$ cat src/rtl/branch_resolve_if.sv
// rtl/branch_resolve_if.sv - issue/resolution bundle between the odd pipe and branch_resolve
//
// Issue side (driven by the odd pipe):
//   in_valid, in_op, in_pc, in_imm, in_ra, in_rt, in_rt_addr, in_pred_taken, in_pred_pc
// Resolution side (driven by branch_resolve):
//   PCout (66-bit feedback word), flush, lnk_we/lnk_addr/lnk_data, br_count, mp_count
interface branch_resolve_if #(
  parameter int CNT_W = 16
);
  logic              in_valid;
  logic [0:2]        in_op;
  logic [0:31]       in_pc;
  logic [0:15]       in_imm;
  logic [0:31]       in_ra;
  logic [0:31]       in_rt;
  logic [0:6]        in_rt_addr;
  logic              in_pred_taken;
  logic [0:31]       in_pred_pc;

  logic [0:65]       PCout;
  logic              flush;
  logic              lnk_we;
  logic [0:6]        lnk_addr;
  logic [0:31]       lnk_data;
  logic [0:CNT_W-1]  br_count;
  logic [0:CNT_W-1]  mp_count;

  modport master (
    output in_valid, in_op, in_pc, in_imm, in_ra, in_rt, in_rt_addr, in_pred_taken, in_pred_pc,
    input  PCout, flush, lnk_we, lnk_addr, lnk_data, br_count, mp_count
  );

  modport slave (
    input  in_valid, in_op, in_pc, in_imm, in_ra, in_rt, in_rt_addr, in_pred_taken, in_pred_pc,
    output PCout, flush, lnk_we, lnk_addr, lnk_data, br_count, mp_count
  );
endinterface

$ cat src/rtl/branch_resolve.sv
// rtl/branch_resolve.sv - odd-pipe branch resolution: target/condition eval, mispredict, link write
//
// Ports:
//   clk    - single clock
//   reset  - synchronous, active-high
//   br     - branch_resolve_if.slave: issued branch + fetch prediction in,
//            PCout {next_pc, taken, pc, mispredict}, flush, link write and
//            saturating branch/mispredict counters out
//
// Two stages: E1 registers the issued branch, E2 evaluates it and registers
// the results, so a branch issued in cycle N is reported in cycle N+2.
module branch_resolve #(
  parameter logic [0:31] LSLR  = 32'h0003_FFFC,
  parameter int          CNT_W = 16
) (
  input  logic           clk,
  input  logic           reset,
  branch_resolve_if.slave br
);

  localparam logic [0:2] OP_BR    = 3'd0;
  localparam logic [0:2] OP_BRA   = 3'd1;
  localparam logic [0:2] OP_BI    = 3'd2;
  localparam logic [0:2] OP_BRZ   = 3'd3;
  localparam logic [0:2] OP_BRNZ  = 3'd4;
  localparam logic [0:2] OP_BRHZ  = 3'd5;
  localparam logic [0:2] OP_BRHNZ = 3'd6;
  localparam logic [0:2] OP_BRSL  = 3'd7;

  // E1 stage
  logic        e1_valid;
  logic [0:2]  e1_op;
  logic [0:31] e1_pc;
  logic [0:15] e1_imm;
  logic [0:31] e1_ra;
  logic [0:31] e1_rt;
  logic [0:6]  e1_rt_addr;
  logic        e1_pred_taken;
  logic [0:31] e1_pred_pc;

  // E2 output registers
  logic [0:65]      pcout_q;
  logic             flush_q;
  logic             lnk_we_q;
  logic [0:6]       lnk_addr_q;
  logic [0:31]      lnk_data_q;
  logic [0:CNT_W-1] br_cnt_q;
  logic [0:CNT_W-1] mp_cnt_q;

  // E2 combinational evaluation
  logic [0:31] word_off;
  logic [0:31] fall_thru;
  logic [0:31] target;
  logic        taken;
  logic [0:31] next_pc;
  logic        mispredict;
  logic        resolve;
  logic        is_brsl;

  // flush_q is high exactly while the mispredicting word is on PCout, which is
  // the cycle the younger E1 entry and any new issue must be dropped.
  always_ff @(posedge clk) begin
    if (reset) begin
      e1_valid <= 1'b0;
    end else begin
      e1_valid <= br.in_valid & ~flush_q;
    end
    e1_op         <= br.in_op;
    e1_pc         <= br.in_pc;
    e1_imm        <= br.in_imm;
    e1_ra         <= br.in_ra;
    e1_rt         <= br.in_rt;
    e1_rt_addr    <= br.in_rt_addr;
    e1_pred_taken <= br.in_pred_taken;
    e1_pred_pc    <= br.in_pred_pc;
  end

  always_comb begin
    word_off  = {{14{e1_imm[0]}}, e1_imm, 2'b00};
    fall_thru = (e1_pc + 32'd4) & LSLR;
    target    = (e1_pc + word_off) & LSLR;
    taken     = 1'b1;
    case (e1_op)
      OP_BRA:   target = word_off & LSLR;
      OP_BI:    target = e1_ra & LSLR;
      default:  target = (e1_pc + word_off) & LSLR;
    endcase
    case (e1_op)
      OP_BRZ:   taken = (e1_rt == 32'd0);
      OP_BRNZ:  taken = (e1_rt != 32'd0);
      OP_BRHZ:  taken = (e1_rt[16:31] == 16'd0);
      OP_BRHNZ: taken = (e1_rt[16:31] != 16'd0);
      default:  taken = 1'b1;
    endcase
    next_pc    = taken ? target : fall_thru;
    // pred_pc only matters when both sides agree the branch is taken
    mispredict = (taken != e1_pred_taken) | (taken & e1_pred_taken & (target != e1_pred_pc));
    resolve    = e1_valid & ~flush_q;
    is_brsl    = (e1_op == OP_BRSL);
  end

  always_ff @(posedge clk) begin
    if (reset) begin
      pcout_q    <= '0;
      flush_q    <= 1'b0;
      lnk_we_q   <= 1'b0;
      lnk_addr_q <= '0;
      lnk_data_q <= '0;
      br_cnt_q   <= '0;
      mp_cnt_q   <= '0;
    end else begin
      pcout_q    <= '0;
      flush_q    <= 1'b0;
      lnk_we_q   <= 1'b0;
      lnk_addr_q <= '0;
      lnk_data_q <= '0;
      if (resolve) begin
        pcout_q <= {next_pc, taken, e1_pc, mispredict};
        flush_q <= mispredict;
        if (is_brsl) begin
          lnk_we_q   <= 1'b1;
          lnk_addr_q <= e1_rt_addr;
          lnk_data_q <= fall_thru;
        end
        if (!(&br_cnt_q)) br_cnt_q <= br_cnt_q + CNT_W'(1);
        if (mispredict && !(&mp_cnt_q)) mp_cnt_q <= mp_cnt_q + CNT_W'(1);
      end
    end
  end

  assign br.PCout    = pcout_q;
  assign br.flush    = flush_q;
  assign br.lnk_we   = lnk_we_q;
  assign br.lnk_addr = lnk_addr_q;
  assign br.lnk_data = lnk_data_q;
  assign br.br_count = br_cnt_q;
  assign br.mp_count = mp_cnt_q;

endmodule

$ cat src/flat_wrapper.sv
// flat-port wrapper written by rule: the top's interface ports become plain ports
module branch_resolve_flat 
#(
  parameter logic [0:31] LSLR  = 32'h0003_FFFC,
  parameter int          CNT_W = 16
)
  (clk, reset, br_in_valid, br_in_op, br_in_pc, br_in_imm, br_in_ra, br_in_rt, br_in_rt_addr, br_in_pred_taken, br_in_pred_pc, br_PCout, br_flush, br_lnk_we, br_lnk_addr, br_lnk_data, br_br_count, br_mp_count);
  branch_resolve_if #(.CNT_W(CNT_W)) br_i ();
  input  logic clk;
  input  logic reset;
  input wire logic [$bits(br_i.in_valid)-1:0] br_in_valid;
  input wire logic [$bits(br_i.in_op)-1:0] br_in_op;
  input wire logic [$bits(br_i.in_pc)-1:0] br_in_pc;
  input wire logic [$bits(br_i.in_imm)-1:0] br_in_imm;
  input wire logic [$bits(br_i.in_ra)-1:0] br_in_ra;
  input wire logic [$bits(br_i.in_rt)-1:0] br_in_rt;
  input wire logic [$bits(br_i.in_rt_addr)-1:0] br_in_rt_addr;
  input wire logic [$bits(br_i.in_pred_taken)-1:0] br_in_pred_taken;
  input wire logic [$bits(br_i.in_pred_pc)-1:0] br_in_pred_pc;
  output wire logic [$bits(br_i.PCout)-1:0] br_PCout;
  output wire logic [$bits(br_i.flush)-1:0] br_flush;
  output wire logic [$bits(br_i.lnk_we)-1:0] br_lnk_we;
  output wire logic [$bits(br_i.lnk_addr)-1:0] br_lnk_addr;
  output wire logic [$bits(br_i.lnk_data)-1:0] br_lnk_data;
  output wire logic [$bits(br_i.br_count)-1:0] br_br_count;
  output wire logic [$bits(br_i.mp_count)-1:0] br_mp_count;
  assign br_i.in_valid = br_in_valid;
  assign br_i.in_op = br_in_op;
  assign br_i.in_pc = br_in_pc;
  assign br_i.in_imm = br_in_imm;
  assign br_i.in_ra = br_in_ra;
  assign br_i.in_rt = br_in_rt;
  assign br_i.in_rt_addr = br_in_rt_addr;
  assign br_i.in_pred_taken = br_in_pred_taken;
  assign br_i.in_pred_pc = br_in_pred_pc;
  assign br_PCout = br_i.PCout;
  assign br_flush = br_i.flush;
  assign br_lnk_we = br_i.lnk_we;
  assign br_lnk_addr = br_i.lnk_addr;
  assign br_lnk_data = br_i.lnk_data;
  assign br_br_count = br_i.br_count;
  assign br_mp_count = br_i.mp_count;
  branch_resolve #(.LSLR(LSLR), .CNT_W(CNT_W)) u_core (.clk(clk), .reset(reset), .br(br_i));
endmodule
$ cat config.mk
export PLATFORM = sky130hd
export DESIGN_NAME = branch_resolve_flat
export DESIGN_NICKNAME = d
export VERILOG_FILES = /design/src/rtl/branch_resolve_if.sv /design/src/rtl/branch_resolve.sv /design/src/flat_wrapper.sv
export SDC_FILE = /design/constraint.sdc
export NUM_CORES = 1
export LEC_CHECK = 0
export CORE_ASPECT_RATIO = 0.75
export CORE_MARGIN = 2
export CORE_UTILIZATION = 45
export CTS_CLUSTER_DIAMETER = 200
export DETAILED_ROUTE_END_ITERATION = 7
export PLACE_DENSITY = 0.77
export SYNTH_ARGS = -nofsm -noshare
export SYNTH_HDL_FRONTEND = slang
export SYNTH_SLANG_ARGS = --single-unit
export TNS_END_PERCENT = 1
$ cat constraint.sdc
create_clock -name clk -period 4.7 [get_ports clk]
set_input_delay 0.94 -clock clk [delete_from_list [all_inputs] [get_ports clk]]
set_output_delay 0.94 -clock clk [all_outputs]
set_load 0.005 [all_outputs]
==> results.py, run 1 <==
metrics = {
    "worst_setup_path": {
        "end_kind": "flop",
        "path_buf_inv": 1,
        "crit_chain": "ha_1 -> fa_1 -> a21o_1 -> a221oi_2 -> or3_4 -> mux2_4 -> nor2_2 -> a311o_1 -> nor4_2 -> and4b_1 -> buf_4 -> nor2_2 -> mux2_4",
        "arrival_ns": 4.33,
        "cp-start-kind": "flop",
        "crit_fanout": 8,
        "critPathMaxStageDelay_ns": 0.47,
        "crit_family": "simple AND/OR/NAND/NOR gates",
        "cp_slowest_cell": "a221oi_2",
        "reg2reg_depth": 13,
        "worst-path-stages": 13,
        "path_class": "reg2reg",
        "crit_required_ns": 5.08,
    },
    "power": {
        "p_per_area_nw_per_um2": 372,
        "p_leak_uw": 0.00470,
        "ir_drop_v": 0.000282,
    },
    "global_routing": {
        "antenna_found_initial": 1,
        "grt_pass1_wl_um": 34200,
        "grtUsageTotal_pct": 21.1,
        "gr-total-overflow": 0,
        "first_global_vias": 6501,
        "grt_max_degree": 42,
    },
    "yosys": {
        "synth-main-ff-cell": "dfxtp_1",
        "synth.largest_area_cell": "dfxtp_1",
        "synthesis.area_um2": 8770,
        "synth_cell_type_count": 69,
        "synthCells": 839,
        "synthArstFlopShare_pct": 0,
        "synth_common_cells": "dfxtp_1, nor2_1, nand2_1",
        "ys_warn_count": 0,
        "synth_edf_count": 0,
        "synth_top_cell_area_share_pct": 56.2,
        "synth_area_leaders": "dfxtp_1, xor2_1, and2_1",
        "avgSynthCellArea_um2": 10.4,
        "synth_seq_area_share_pct": 56.2,
        "synth-seq-cells": 246,
        "yosysMostFrequentCell": "dfxtp_1",
    },
    "route": {
        "vias": 6827,
        "drc": 0,
        "drtPass1Iterations": 5,
        "routed_via_density": 5.02,
        "postRouteAntennaNets": 0,
        "drtIter0Drc": 610,
        "wl_per_cell_um": 16.2,
        "routed_wl_um": 22000,
    },
    "clocking": {
        "htree_levels": 1,
        "cts_resized": 0,
        "cts_buffers": 23,
        "clock_path_buffers": 3,
        "cts_setup_buffers": 0,
        "path_clk_slew_ns": 0.06,
        "cts_hold_buf": 0,
        "cts.sinks": 246,
        "cts_root_buffer": "clkbuf_16",
        "tritoncts": "built",
        "insertion_delay_ns": 0.52,
    },
    "timing": {
        "slew_headroom_pct": 59.1,
        "setup_viol": 0,
        "finalCritPeriodShare_pct": 84.1,
        "tightestPinTransition_ns": 0.614,
        "period_minus_slack_ns": 3.95,
        "finClkSkew_ns": 0.0317,
        "fmax_mhz": 253,
        "tns_ns": 0,
        "whs_ns": 0.423,
        "hold_viol": 0,
        "rsz0062_at_grt": "false",
        "drv_slew": 0,
    },
    "floorplanning": {
        "die-width_um": 165,
        "fp.coreArea_um2": 19200,
        "die_height_um": 125,
        "pin_count": 297,
        "fp-row-count": 44,
        "initial_core_util_pct": 45.6,
        "dieArea_um2": 20600,
    },
    "status": {
        "status": "completed",
    },
    "layout": {
        "drive_above_1_share_pct": 6.78,
        "multi_input_area_um2": 3530,
        "final_core_util_pct": 63.1,
        "n_fill_cell": 1539,
        "fin_nets": 1269,
        "regArea_um2": 4920,
        "design_area_um2": 12100,
        "syn_to_final_growth_pct": 38.3,
        "fin_cells": 1360,
    },
    "placed_design": {
        "place_area_um2": 11400,
        "portBuffers": 248,
        "dp_hpwl_um": 16700,
        "place.gp.congestion": 0.896,
        "dp_cells": 1319,
    },
    "flow_run": {
        "maxCapViolCount": 0,
    },
    "min_path": {
        "hold_class": "reg2reg",
        "hold_depth": 1,
    },
}
-- final timing paths --
path | from | end | slack [ns]
worst max-delay path | u_core.e1_imm[15]$_DFF_P_ | u_core.br.mp_count[15]$_SDFFE_PP0P_ | 0.75
worst max register to register | u_core.e1_imm[15]$_DFF_P_ | u_core.br.mp_count[15]$_SDFFE_PP0P_ | 0.75
worst min-delay path | u_core.e1_rt_addr[6]$_DFF_P_ | u_core.br.lnk_addr[6]$_SDFF_PP0_ | 0.42
worst min register to register | u_core.e1_rt_addr[6]$_DFF_P_ | u_core.br.lnk_addr[6]$_SDFF_PP0_ | 0.42
-- area by class of cell --
| class | count | share of cell area, % |
|---|---|---|
| antenna | 1 | 0.0206 |
| timing repair buffer | 263 | 21.4 |
| clock inverter | 7 | 0.774 |
| inverter | 9 | 0.279 |
| clock buffer | 33 | 5.22 |
| sequential | 246 | 40.6 |
| multi-input combinational | 548 | 29.1 |
| tap | 253 | 2.61 |
-- cell usage in the layout (no fill, tap or decap), drive strengths merged, types with 4 or more instances in the layout --
| master | n |
|---|---|
| a211oi | 15 |
| a21o | 4 |
| a21oi | 35 |
| a22oi | 13 |
| a311oi | 4 |
| and2 | 46 |
| and3 | 8 |
| buf | 15 |
| clkbuf | 33 |
| clkdlybuf4s50 | 248 |
| conb | 32 |
| dfxtp | 246 |
| ha | 19 |
| inv | 10 |
| mux2 | 10 |
| mux2i | 7 |
| nand2 | 49 |
| nand2b | 9 |
| nand3 | 11 |
| nand3b | 4 |
| nand4 | 22 |
| nor2 | 75 |
| nor2b | 16 |
| nor3 | 8 |
| nor4 | 16 |
| o21ai | 28 |
| o21bai | 5 |
| or3 | 15 |
| xnor2 | 22 |
| xor2 | 34 |
-- worst register-to-register path: stages, from the launching register on --
cell      delay, ns
dfxtp_1        0.33
ha_1           0.24
fa_1           0.40
a21o_1         0.20
a221oi_2       0.47
or3_4          0.25
mux2_4         0.16
nor2_2         0.05
a311o_1        0.36
nor4_2         0.40
and4b_1        0.41
buf_4          0.21
nor2_2         0.06
mux2_4         0.29
-- where the power goes --
| group | leakage (uW) | switching, uW | internal, uW | total [uW] |
|---|---|---|---|---|
| clock | 0.000348 | 758 | 1050 | 1810 |
| combinational | 0.00231 | 222 | 267 | 488 |
| sequential | 0.00204 | 48.0 | 2170 | 2210 |
-- state kept, by name (all words and copies together) (netlist names), 16 cells and up --
| name | flops |
|---|---|
| u_core.br.PCout | 50 |
| u_core.br.br_count | 16 |
| u_core.br.lnk_data | 16 |
| u_core.br.mp_count | 16 |
| u_core.e1_imm | 16 |
| u_core.e1_pc | 32 |
| u_core.e1_pred_pc | 32 |
| u_core.e1_ra | 16 |
| u_core.e1_rt | 32 |
-- kinds of logic after synthesis --
| logic type | after synthesis | synth area share (%) |
|---|---|---|
| mux | 17 | 2.21 |
| compound gates | 131 | 10.2 |
| xor+xnor | 56 | 5.60 |
| fa+ha+maj | 20 | 2.94 |
| flops | 246 | 56.2 |
| buf+inv | 76 | 5.11 |
| simple gates | 292 | 17.7 |
| other cells | 1 | 0.0428 |
-- through the flow --
step | setup slack, ns | power, uW
global placement | 0.790 | 2730
floorplan | 1.27 | 2520
finish | 0.746 | 4510
CTS | 0.757 | 4540
detailed placement | 0.782 | 2740
global route | 0.531 | 4690
-- per-layer routing --
layer  track usage (%)  routed length (um)  vias to the layer above
met4              5.06                 485                        0
met1              28.3                9590                     3173
li1                  -                   -                     3329
met3              5.76                1970                       44
met5                 0                   0                        -
met2              33.6                9920                      281
(Power assumes the default switching activity.)
==> run 2: changes to the inputs <==
clock period = 4 ns   (was 4.7 ns; I/O delays follow)
==> run 2 against run 1 <==
  * Clock power up 22%
  * Hold slack better by 0.0021 ns
  * Via count about the same
  * Critical endpoint is now u_core.br.mp_count[13]$_SDFFE_PP0P_
  * Final area up 0.48%
  * Maximum frequency up 4.6%
  * Final cell count about the same
  * Sequential share of layout area down 0.20 points
  * Global-route usage down 0.39 points
  * Clock skew down 0.011 ns
==> results.py, run 2 (synthesis results as in run 1) <==
metrics = {
    "status": {
        "status": "completed",
    },
    "route": {
        "wl_per_cell_um": 16.1,
        "drtPass1Iterations": 5,
        "drc": 0,
        "drtIter0Drc": 480,
        "routed_wl_um": 21900,
        "routed_via_density": 5.02,
        "postRouteAntennaNets": 0,
        "vias": 6833,
    },
    "worst_setup_path": {
        "end_kind": "flop",
        "cp-start-kind": "flop",
        "arrival_ns": 4.16,
        "crit_required_ns": 4.38,
        "path_class": "reg2reg",
        "crit_fanout": 12,
    },
    "timing": {
        "tightestPinTransition_ns": 0.575,
        "fmax_mhz": 265,
        "finClkSkew_ns": 0.0207,
        "period_minus_slack_ns": 3.78,
        "tns_ns": 0,
        "rsz0062_at_grt": "false",
        "drv_slew": 0,
        "hold_viol": 0,
        "setup_viol": 0,
        "slew_headroom_pct": 61.5,
        "finalCritPeriodShare_pct": 94.5,
    },
    "power": {
        "ir_drop_v": 0.000331,
        "p_per_area_nw_per_um2": 442,
        "power_uw": 5380,
        "p_leak_uw": 0.00473,
    },
    "placed_design": {
        "dp_hpwl_um": 16500,
        "place.gp.congestion": 0.886,
        "portBuffers": 248,
    },
    "clocking": {
        "cts_setup_buffers": 0,
        "htree_levels": 1,
        "path_clk_slew_ns": 0.06,
        "cts.sinks": 246,
        "cts_root_buffer": "clkbuf_16",
        "cts_resized": 0,
        "clock_path_buffers": 3,
        "tritoncts": "built",
        "insertion_delay_ns": 0.51,
        "cts_hold_buf": 0,
        "cts_buffers": 23,
    },
    "floorplanning": {
        "initial_core_util_pct": 45.6,
        "fp.coreArea_um2": 19200,
        "pin_count": 297,
        "dieArea_um2": 20600,
        "die-width_um": 165,
        "fp-row-count": 44,
        "die_height_um": 125,
    },
    "layout": {
        "n_fill_cell": 1577,
        "fin_nets": 1272,
        "syn_to_final_growth_pct": 39.0,
        "final_cell_mix": "clkdlybuf4s50_1, dfxtp_1, nor2_1",
        "largest_reg_flops": 50,
        "layout.cells.most_common": "clkdlybuf4s50_1",
        "n_antenna_cell": 0,
        "drive_above_1_share_pct": 7.22,
        "final_core_util_pct": 63.4,
    },
    "min_path": {
        "hold_class": "reg2reg",
    },
    "global_routing": {
        "gr-total-overflow": 0,
        "grt_pass1_wl_um": 33600,
        "grt_max_degree": 34,
        "antenna_found_initial": 0,
        "grtUsageTotal_pct": 20.7,
        "first_global_vias": 6338,
    },
    "flow_run": {
        "maxCapViolCount": 0,
    },
}
-- run 2: critical path, stage by stage (launching register included) --
cell and delay (ns):
dfxtp_1 0.33, ha_1 0.24, fa_1 0.41, a21o_1 0.20, a221oi_2 0.44, or3_4 0.24
mux2_4 0.16, nor2_2 0.05, a311o_1 0.37, nor4_2 0.40, and4b_1 0.26, buf_4 0.18
nor2_1 0.08, mux2_4 0.29
-- run 2: layer usage --
metal  routed length [um]  up-vias  part of all wire, %  track usage [%]
li1                     -     3339                    -                -
met1                 9610     3176                   44             27.6
met2                 9930      281                   45             33.4
met3                 1920       37                  8.8             5.96
met4                  442        0                  2.0             4.25
met5                    0        -                    0                0
-- run 2: final timing paths --
kind                            cells past startpoint                      start                             endpoint  slack [ns]
worst min register to register                      1   u_core.e1_pc[13]$_DFF_P_       u_core.br.PCout[46]$_SDFF_PP0_        0.42
worst max-delay path                               13  u_core.e1_imm[15]$_DFF_P_  u_core.br.mp_count[13]$_SDFFE_PP0P_        0.22
worst min-delay path                                1   u_core.e1_pc[13]$_DFF_P_       u_core.br.PCout[46]$_SDFF_PP0_        0.42
worst max register to register                     13  u_core.e1_imm[15]$_DFF_P_  u_core.br.mp_count[13]$_SDFFE_PP0P_        0.22
-- run 2: stage by stage --
step                hold WS [ns]  cell area (um2)  setup slack [ns]  std cells
detailed placement         0.411            11400             0.270       1322
finish                     0.425            12200             0.219       1361
CTS                        0.426            12200             0.254       1361
floorplan                  0.406             8880             0.570        870
global placement           0.408            11400             0.308       1322
global route               0.433            12200            0.0645       1361
-- run 2: power by group --
group          leakage (uW)  switching (uW)  internal [uW]  total [uW]
registers           0.00204            54.9           2550        2600
clock network      0.000373             882           1320        2210
logic               0.00232             262            315         577
total               0.00473            1200           4190        5380
-- run 2: area by class of cell --
class	count	area, um2	area share, %
Clock inverter	7	116	0.955
Multi-Input combinational cell	548	3530	28.9
Timing Repair Buffer	266	2620	21.5
Tap cell	253	317	2.60
Inverter	9	33.8	0.277
Clock buffer	32	649	5.33
Sequential cell	246	4920	40.4
